==> src/rtl/cdc_pkg.sv <==
// Shared types and constants for the req/ack clock-domain-crossing blocks.
package cdc_pkg;

    typedef enum logic [1:0] {
        HS_IDLE     = 2'd0,
        HS_REQ      = 2'd1,
        HS_WAIT_LOW = 2'd2
    } hs_src_state_e;

    localparam int HS_MIN_SYNC_LENGTH = 2;

endpackage

==> src/rtl/cdc_handshake_src_if.sv <==
// Upstream valid/ready port plus the req/ack/data lines toward the destination domain.
interface cdc_handshake_src_if #(
    parameter int WIDTH = 8
);
    logic             valid_i;
    logic [WIDTH-1:0] data_i;
    logic             ready_o;
    logic             req_o;
    logic [WIDTH-1:0] data_o;
    logic             ack_i;
    logic             done_o;

    // master: the handshake source block; slave: its environment (upstream + destination).
    modport master (
        input  valid_i, data_i, ack_i,
        output ready_o, req_o, data_o, done_o
    );

    modport slave (
        output valid_i, data_i, ack_i,
        input  ready_o, req_o, data_o, done_o
    );

endinterface

==> src/rtl/chain_synchronizer.sv <==
// Multi-flop level synchronizer; output is the input delayed LENGTH clk edges.
module chain_synchronizer #(
    parameter int LENGTH = 3
) (
    input  logic clk,
    input  logic reset_n,
    input  logic data_i,
    output logic data_o
);

    logic [LENGTH-1:0] sync_q;

    always_ff @(posedge clk or negedge reset_n) begin
        if (!reset_n) begin
            sync_q <= '0;
        end else begin
            sync_q <= {sync_q[LENGTH-2:0], data_i};
        end
    end

    assign data_o = sync_q[LENGTH-1];

endmodule

==> src/rtl/cdc_handshake_src.sv <==
// Source half of a four-phase req/ack multi-bit CDC: holds a word on data_o while req_o is up.
module cdc_handshake_src
    import cdc_pkg::*;
#(
    parameter int WIDTH       = 8,
    parameter int SYNC_LENGTH = 3
) (
    input  logic                clk_src,
    input  logic                reset_master_src_n,
    cdc_handshake_src_if.master bus,
    output hs_src_state_e       state_o
);

    generate
        if (SYNC_LENGTH < HS_MIN_SYNC_LENGTH) begin : g_bad_sync_length
            $error("cdc_handshake_src: SYNC_LENGTH below HS_MIN_SYNC_LENGTH");
        end
    endgenerate

    hs_src_state_e    state_q, state_d;
    logic             req_q, req_d;
    logic [WIDTH-1:0] data_q, data_d;
    logic             done_q, done_d;
    logic             ack_s;
    logic             ready;

    chain_synchronizer #(
        .LENGTH (SYNC_LENGTH)
    ) u_ack_sync (
        .clk     (clk_src),
        .reset_n (reset_master_src_n),
        .data_i  (bus.ack_i),
        .data_o  (ack_s)
    );

    // Handshake: a word transfers on a clk_src edge where valid_i && ready_o; ready_o does not
    // depend on valid_i, and upstream holds valid_i/data_i stable until that edge.
    // A still-high ack (stale, e.g. after a source-only reset) blocks acceptance.
    assign ready = (state_q == HS_IDLE) && !ack_s;

    always_comb begin
        state_d = state_q;
        req_d   = req_q;
        data_d  = data_q;
        done_d  = 1'b0;
        case (state_q)
            HS_IDLE: begin
                if (bus.valid_i && ready) begin
                    data_d  = bus.data_i;
                    req_d   = 1'b1;
                    state_d = HS_REQ;
                end
            end
            HS_REQ: begin
                req_d = 1'b1;
                if (ack_s) begin
                    req_d   = 1'b0;
                    state_d = HS_WAIT_LOW;
                end
            end
            HS_WAIT_LOW: begin
                req_d = 1'b0;
                if (!ack_s) begin
                    done_d  = 1'b1;
                    state_d = HS_IDLE;
                end
            end
            default: begin
                req_d   = 1'b0;
                state_d = HS_IDLE;
            end
        endcase
    end

    always_ff @(posedge clk_src or negedge reset_master_src_n) begin
        if (!reset_master_src_n) begin
            state_q <= HS_IDLE;
            req_q   <= 1'b0;
            data_q  <= '0;
            done_q  <= 1'b0;
        end else begin
            state_q <= state_d;
            req_q   <= req_d;
            data_q  <= data_d;
            done_q  <= done_d;
        end
    end

    assign bus.ready_o = ready;
    assign bus.req_o   = req_q;
    assign bus.data_o  = data_q;
    assign bus.done_o  = done_q;
    assign state_o     = state_q;

endmodule

==> src/flat_wrapper.sv <==
// flat-port wrapper written by rule: the top's interface ports become plain ports
module cdc_handshake_src_flat import cdc_pkg::*;
#(
    parameter int WIDTH       = 8,
    parameter int SYNC_LENGTH = 3
)
  (clk_src, reset_master_src_n, state_o, bus_valid_i, bus_data_i, bus_ack_i, bus_ready_o, bus_req_o, bus_data_o, bus_done_o);
  cdc_handshake_src_if #(.WIDTH(WIDTH)) bus_i ();
  input  logic clk_src;
  input  logic reset_master_src_n;
  output hs_src_state_e state_o;
  input wire logic [$bits(bus_i.valid_i)-1:0] bus_valid_i;
  input wire logic [$bits(bus_i.data_i)-1:0] bus_data_i;
  input wire logic [$bits(bus_i.ack_i)-1:0] bus_ack_i;
  output wire logic [$bits(bus_i.ready_o)-1:0] bus_ready_o;
  output wire logic [$bits(bus_i.req_o)-1:0] bus_req_o;
  output wire logic [$bits(bus_i.data_o)-1:0] bus_data_o;
  output wire logic [$bits(bus_i.done_o)-1:0] bus_done_o;
  assign bus_i.valid_i = bus_valid_i;
  assign bus_i.data_i = bus_data_i;
  assign bus_i.ack_i = bus_ack_i;
  assign bus_ready_o = bus_i.ready_o;
  assign bus_req_o = bus_i.req_o;
  assign bus_data_o = bus_i.data_o;
  assign bus_done_o = bus_i.done_o;
  cdc_handshake_src #(.WIDTH(WIDTH), .SYNC_LENGTH(SYNC_LENGTH)) u_core (.clk_src(clk_src), .reset_master_src_n(reset_master_src_n), .bus(bus_i), .state_o(state_o));
endmodule
==> config.mk <==
export PLATFORM = sky130hd
export DESIGN_NAME = cdc_handshake_src_flat
export DESIGN_NICKNAME = d
export VERILOG_FILES = /design/src/rtl/cdc_pkg.sv /design/src/rtl/cdc_handshake_src_if.sv /design/src/rtl/chain_synchronizer.sv /design/src/rtl/cdc_handshake_src.sv /design/src/flat_wrapper.sv
export SDC_FILE = /design/constraint.sdc
export NUM_CORES = 1
export LEC_CHECK = 0
export CAP_MARGIN = 20
export CORE_MARGIN = 2
export CORE_UTILIZATION = 28
export CTS_CLUSTER_SIZE = 14
export DETAILED_ROUTE_END_ITERATION = 10
export GPL_ROUTABILITY_DRIVEN = 0
export PLACE_DENSITY = 0.67
export SKIP_CTS_REPAIR_TIMING = 1
export SLEW_MARGIN = 20
export SYNTH_ARGS = -nofsm -noshare
export SYNTH_HDL_FRONTEND = slang
export SYNTH_SLANG_ARGS = --single-unit
==> constraint.sdc <==
create_clock -name clk_src -period 1.8 [get_ports clk_src]
set_input_delay 0.54 -clock clk_src [delete_from_list [all_inputs] [get_ports clk_src]]
set_output_delay 0.54 -clock clk_src [all_outputs]
set_load 0.01 [all_outputs]
==> out/metrics.yaml, run 1 <==
critical_path:
  startpoint_type: "flip-flop"
  crit_path_end_kind: "output pin"
  path_buf_inv: 1
  critPathKind: "reg -> out"
  path_cells: "clkdlybuf4s50_1"
  slowest_stage: "clkdlybuf4s50_1"
  required_ns: 1.26
  crit_arrival_ns: 1.18
  reg2reg_depth: 4
  reg2reg_from: "u_core.state_o[1]"
  max_stage_delay_ns: 0.54
  cp_top_family: "buffers and inverters"
  critPathMaxFanout: 2
  r2r_setup_slack_ns: 0.32
  rr_endpoint: "u_core.bus.data_o[3]"
timing:
  relSlewSlack_pct: 85.80
  period_share_pct: 95.65
  clock-skew-final_ns: 0.003180
  rsz0062_at_grt: "no"
  hold_viol_final: 0
  worst_pin_slew_ns: 0.2121
  fmax_mhz: 580.8
  finalMaxSlewViolations: 0
  fin_ws_ns: 0.07837
  finalSetupViolations: 0
  min_period_ns: 1.722
pwr:
  p_per_area_nw_per_um2: 1027
  vdd_ir_drop_max_v: 0.0005548
  leakagePower_nw: 0.4285
outcome:
  outcome: "complete, no violations"
yosys:
  ys_seq_area_share_pct: 67.57
  syn-num-nets: 46
  ys.warnings.count: 0
  avgSynthCellArea_sq_um: 16.34
  synth_cell_type_count: 12
  synth_area_sq_um: 555.5
  netlist_instances: 34
  ys_ff_latch: 15
floorplanning:
  die_h_um: 48.54
  core_sq_um: 1922
  ios: 25
  die_w_um: 48.54
  dieArea_sq_um: 2356
  fp-row-count: 16
  initial_utilization_pct: 28.91
routing:
  wire_per_inst_um: 11.17
  met1_length_um: 437
  drtIter0Drc: 0
  dr.pass1.iters: 1
  highest_layer: "met3"
  wl_met3_um: 98
  wl_met2_um: 525
  num_vias: 382
  vias_per_cell: 4.021
  post-route-drc-count: 0
  ant_nets: 0
  route.final.wire_length_um: 1061
global_route:
  grt_max_degree: 16
  grt_pass1_vias: 434
  antenna_found_initial: 0
  track_usage_pct: 10.35
  grt_first_pass_wirelength_um: 1863
  gr-total-overflow: 0
finish:
  multi_input_area_sq_um: 168.9
  fin_nets: 81
  nFillCells: 185
  antenna_cells: 0
  design_area_sq_um: 905.9
  drive_above_1_share_pct: 29.41
  area.growth.synth_to_final_pct: 63.06
  area.sequential_sq_um: 375.4
cts:
  clock_path_buffers: 2
  cts.reportedPaths.clkPinSlew_ns: 0.09
  clock_sinks: 15
  cts_tree: "yes"
  h-tree-depth: 1
  cts_root_buf: "clkbuf_4"
  cts_buffers: 3
  insertion_delay_ns: 0.27
place:
  placement.setup.worst_slack_ns: -0.09334
  portBuffers: 24
  place_area_sq_um: 870.8
  dp_hpwl_um: 862.3
min_path:
  hold_start: "u_core.u_ack_sync.sync_q[1]"
  worst_hold_path_type: "reg -> reg"
  hold_path_end: "u_core.u_ack_sync.sync_q[2]"
  whs_path_depth: 0
run:
  max-cap-violations: 0
==> cell usage after synthesis <==
library cell	n	area share [%]
nor4b_4	1	4.3
buf_6	1	2.0
o21bai_1	1	1.4
and2_1	1	1.1
nor2_1	1	0.68
nor3_1	2	1.8
mux2_2	8	16
nand2b_1	1	1.1
a21oi_1	1	0.90
xor2_1	1	1.6
dfrtp_1	15	68
nor3b_1	1	1.4
==> routing by layer <==
metal / GRT usage (%) / up-vias
li1: - / 185
met1: 13.23 / 180
met2: 15.28 / 17
met3: 4.630 / 0
met4: 4.286 / 0
met5: 0 / -
==> cell usage in the layout, fill, tap and decap left out, types with 2 or more instances in the layout <==
cell / count
buf_4: 7
clkbuf_4: 3
clkdlybuf4s50_1: 21
dfrtp_1: 15
dlymetal6s2s_1: 3
mux2_2: 8
nor3_1: 2
==> report_power, final <==
| part | switching [mW] | total (mW) | internal, mW |
|---|---|---|---|
| logic | 0.108 | 0.309 | 0.201 |
| clock network | 0.100 | 0.182 | 0.0821 |
| registers | 0.0346 | 0.439 | 0.405 |
| total | 0.242 | 0.930 | 0.688 |
==> cell type report <==
cell class | instances | area share (%)
Clock inverter | 1 | 0.5525
Clock buffer | 3 | 2.486
Multi-Input combinational cell | 18 | 18.65
Timing Repair Buffer | 31 | 33.15
Tap cell | 27 | 3.729
Sequential cell | 15 | 41.44
==> state kept, by name, summed over array words and instances (netlist names) <==
name                      count
u_core.bus.data_o             8
u_core.bus.done_o             1
u_core.bus.req_o              1
u_core.state_o                2
u_core.u_ack_sync.sync_q      3
==> worst max-delay path by stage <==
stage                          from                    to  slack [ns]  cells past startpoint
2_1_floorplan     u_core.state_o[0]  u_core.bus.data_o[0]        0.31                      3
3_3_place_gp            bus_valid_i  u_core.bus.data_o[4]       -0.08                      4
3_5_place_dp            bus_valid_i  u_core.bus.data_o[3]       -0.09                      4
4_1_cts           u_core.state_o[1]           bus_ready_o       -0.18                      2
5_1_grt        u_core.bus.data_o[5]         bus_data_o[5]       0.007                      1
6_report       u_core.bus.data_o[1]         bus_data_o[1]        0.08                      1
==> cells by family after synthesis <==
logic type	synth area share (%)
flip-flops	67.57
AO/OA/AOI/OAI	2.252
multiplexers	16.22
buffers and inverters	2.027
AND/OR/NAND/NOR	10.36
XOR/XNOR	1.577
==> per-stage QoR <==
stage	power (mW)	TNS, ns	hold slack [ns]	instances	utilization, %
4_1_cts	0.9467	-0.3583	0.3561	95	46.74
5_1_grt	0.9853	0	0.3769	95	47.14
3_3_place_gp	0.7569	-0.5469	0.3328	91	45.31
6_report	0.9305	0	0.3565	95	47.14
2_1_floorplan	0.5646	0	0.2444	34	-
3_5_place_dp	0.7620	-0.6083	0.3364	91	45.31
Note: power is estimated with default switching activity, not from simulation.
==> run 2: changes to the inputs <==
Clock period 1.8 ns to 1.7 ns, I/O delays scaled along.
==> out/metrics.yaml, run 2 (synthesis gave the netlist of run 1 again) <==
outcome:
  outcome: "complete, no violations"
floorplanning:
  die_h_um: 48.54  # unchanged
  ios: 25  # unchanged
  core_sq_um: 1922  # unchanged
  fp-row-count: 16  # unchanged
  dieArea_sq_um: 2356  # unchanged
  initial_utilization_pct: 28.91  # unchanged
  die_w_um: 48.54  # unchanged
cts:
  cts_tree: "yes"
  insertion_delay_ns: 0.27  # about the same
  clock_path_buffers: 2  # unchanged
  cts_buffers: 3  # unchanged
  cts.reportedPaths.clkPinSlew_ns: 0.09  # about the same
  cts_root_buf: "clkbuf_4"
  h-tree-depth: 1  # unchanged
  clock_sinks: 15  # unchanged
critical_path:
  crit_path_end_kind: "output pin"
  startpoint: "u_core.bus.done_o"
  path_cells: "clkdlybuf4s50_1"
  crit_arrival_ns: 1.11  # -0.07 ns
  reg2reg_depth: 4  # unchanged
  critPathMaxFanout: 1  # -1
  critPathKind: "reg -> out"
  r2r_setup_slack_ns: 0.22  # -0.10 ns
  required_ns: 1.19  # -0.07 ns
  cp_top_family: "buffers and inverters"
  path_depth: 1  # unchanged
  slowest_stage: "clkdlybuf4s50_1"
  rr_endpoint: "u_core.bus.data_o[5]"
  startpoint_type: "flip-flop"
  reg2reg_from: "u_core.state_o[1]"
  max_stage_delay_ns: 0.52  # -0.02 ns
  crit_path_end: "bus_done_o"
  path_buf_inv: 1  # unchanged
timing:
  relSlewSlack_pct: 85.34  # -0.46 points
  period_share_pct: 95.56
  finalMaxSlewViolations: 0  # unchanged
  hold_viol_final: 0  # unchanged
  worst_pin_slew_ns: 0.2190  # +0.006878 ns
  min_period_ns: 1.624
  clock-skew-final_ns: 0.005019  # +0.001838 ns
  fin_ws_ns: 0.07554  # -0.002835 ns
  tns_ns: 0  # unchanged
  rsz0062_at_grt: "no"
  finalSetupViolations: 0  # unchanged
  fmax_mhz: 615.6
pwr:
  vdd_ir_drop_max_v: 0.0004648  # -16%
  p_clk_share_pct: 20.3  # +0.7 points
  comb_power_share_pct: 32.0  # -1.2 points
  leakagePower_nw: 0.5106  # +19%
  p_int_mw: 0.7154  # +4.0%
  p_per_area_nw_per_um2: 1042  # +1.5%
  seqPwrFrac_pct: 47.7  # +0.5 points
  switching_power_mw: 0.2509  # +3.5%
  switching_share_pct: 25.97  # -0.080 points
  power_mw: 0.9663  # +3.8%
finish:
  area.growth.synth_to_final_pct: 66.89
  antenna_cells: 0  # unchanged
  largest_reg_flops: 8  # unchanged
  drive_above_1_share_pct: 27.94  # -1.5 points
  layout.cells.non_filler: 95  # unchanged
  fin_nets: 81  # unchanged
  final_common_cell: "dfrtp_1"
  utilization_pct: 48.24  # +1.1 points
  layout_common_cells: "15 x dfrtp_1, 12 x clkdlybuf4s50_1, 12 x dlymetal6s2s_1, 8 x mux2_2, 7 x buf_4"
global_route:
  grt_pass1_vias: 449  # +3.5%
  grt_max_degree: 16  # unchanged
  track_usage_pct: 9.934  # -0.42 points
  antenna_found_initial: 0  # unchanged
  grt_first_pass_wirelength_um: 1856  # -0.38%
  gr-total-overflow: 0  # unchanged
routing:
  drtIter0Drc: 5  # +5
  wire_per_inst_um: 11.14  # -0.28%
  dr.pass1.iters: 2  # +1
  post-route-drc-count: 0  # unchanged
  route.final.wire_length_um: 1058  # -0.28%
  num_vias: 389  # +1.8%
  ant_nets: 0  # unchanged
  vias_per_cell: 4.095  # +1.8%
place:
  place_inst: 91  # unchanged
  placement.setup.worst_slack_ns: -0.1531  # -0.05976 ns
  portBuffers: 24  # unchanged
  dp_hpwl_um: 803.2  # -6.9%
min_path:
  worst_hold_path_type: "reg -> reg"
run:
  max-cap-violations: 0  # unchanged
==> run 2: cell count changes in the layout (fill, tap and decap cells not counted) <==
cell and change:
clkbuf_1 +1, dlymetal6s2s_1 +9, clkdlybuf4s50_1 -9, clkinv_2 -1
==> run 2: routing by layer <==
metal  track usage, %  routed length [um]  vias to the layer above
met3            2.778                  96                        0
li1                 -                   -                      189
met5                0                   0                        -
met4            2.857                   0                        0
met2            16.20                 515                       17
met1            12.95                 445                      183
==> run 2: area by class of cell <==
type	count	area [sq um]
well taps	27	33.78
repair buffers	31	322.8
multi-input cells	18	168.9
clock buffers	4	26.28
fillers	194	994.7
flip-flops and latches	15	375.4
==> run 2: power groups by stage <==
| stage | Sequential (mW) | Clock, mW | Combinational [mW] |
|---|---|---|---|
| floorplan | 0.509 | 0 | 0.0886 |
| global placement | 0.471 | 0 | 0.330 |
| detailed placement | 0.471 | 0 | 0.334 |
| CTS | 0.466 | 0.205 | 0.335 |
| global route | 0.472 | 0.217 | 0.331 |
| finish | 0.461 | 0.196 | 0.309 |
==> run 2: worst min path at each step <==
stage | start | endpoint | slack, ns | cells past startpoint
detailed placement | u_core.u_ack_sync.sync_q[1] | u_core.u_ack_sync.sync_q[2] | 0.34 | 0
global route | u_core.u_ack_sync.sync_q[0] | u_core.u_ack_sync.sync_q[1] | 0.38 | 0
global placement | u_core.u_ack_sync.sync_q[1] | u_core.u_ack_sync.sync_q[2] | 0.33 | 0
CTS | u_core.u_ack_sync.sync_q[1] | u_core.u_ack_sync.sync_q[2] | 0.37 | 0
floorplan | reset_master_src_n | u_core.bus.data_o[0] | 0.21 | 0
finish | u_core.u_ack_sync.sync_q[1] | u_core.u_ack_sync.sync_q[2] | 0.36 | 0
==> run 2: through the flow <==
step / cell area (sq um) / hold slack (ns)
final: 927.1 / 0.3619
after global routing: 927.1 / 0.3828
after CTS: 897.1 / 0.3679
after detailed placement: 870.8 / 0.3379
after global placement: 870.8 / 0.3325
after floorplan: 555.5 / 0.2144
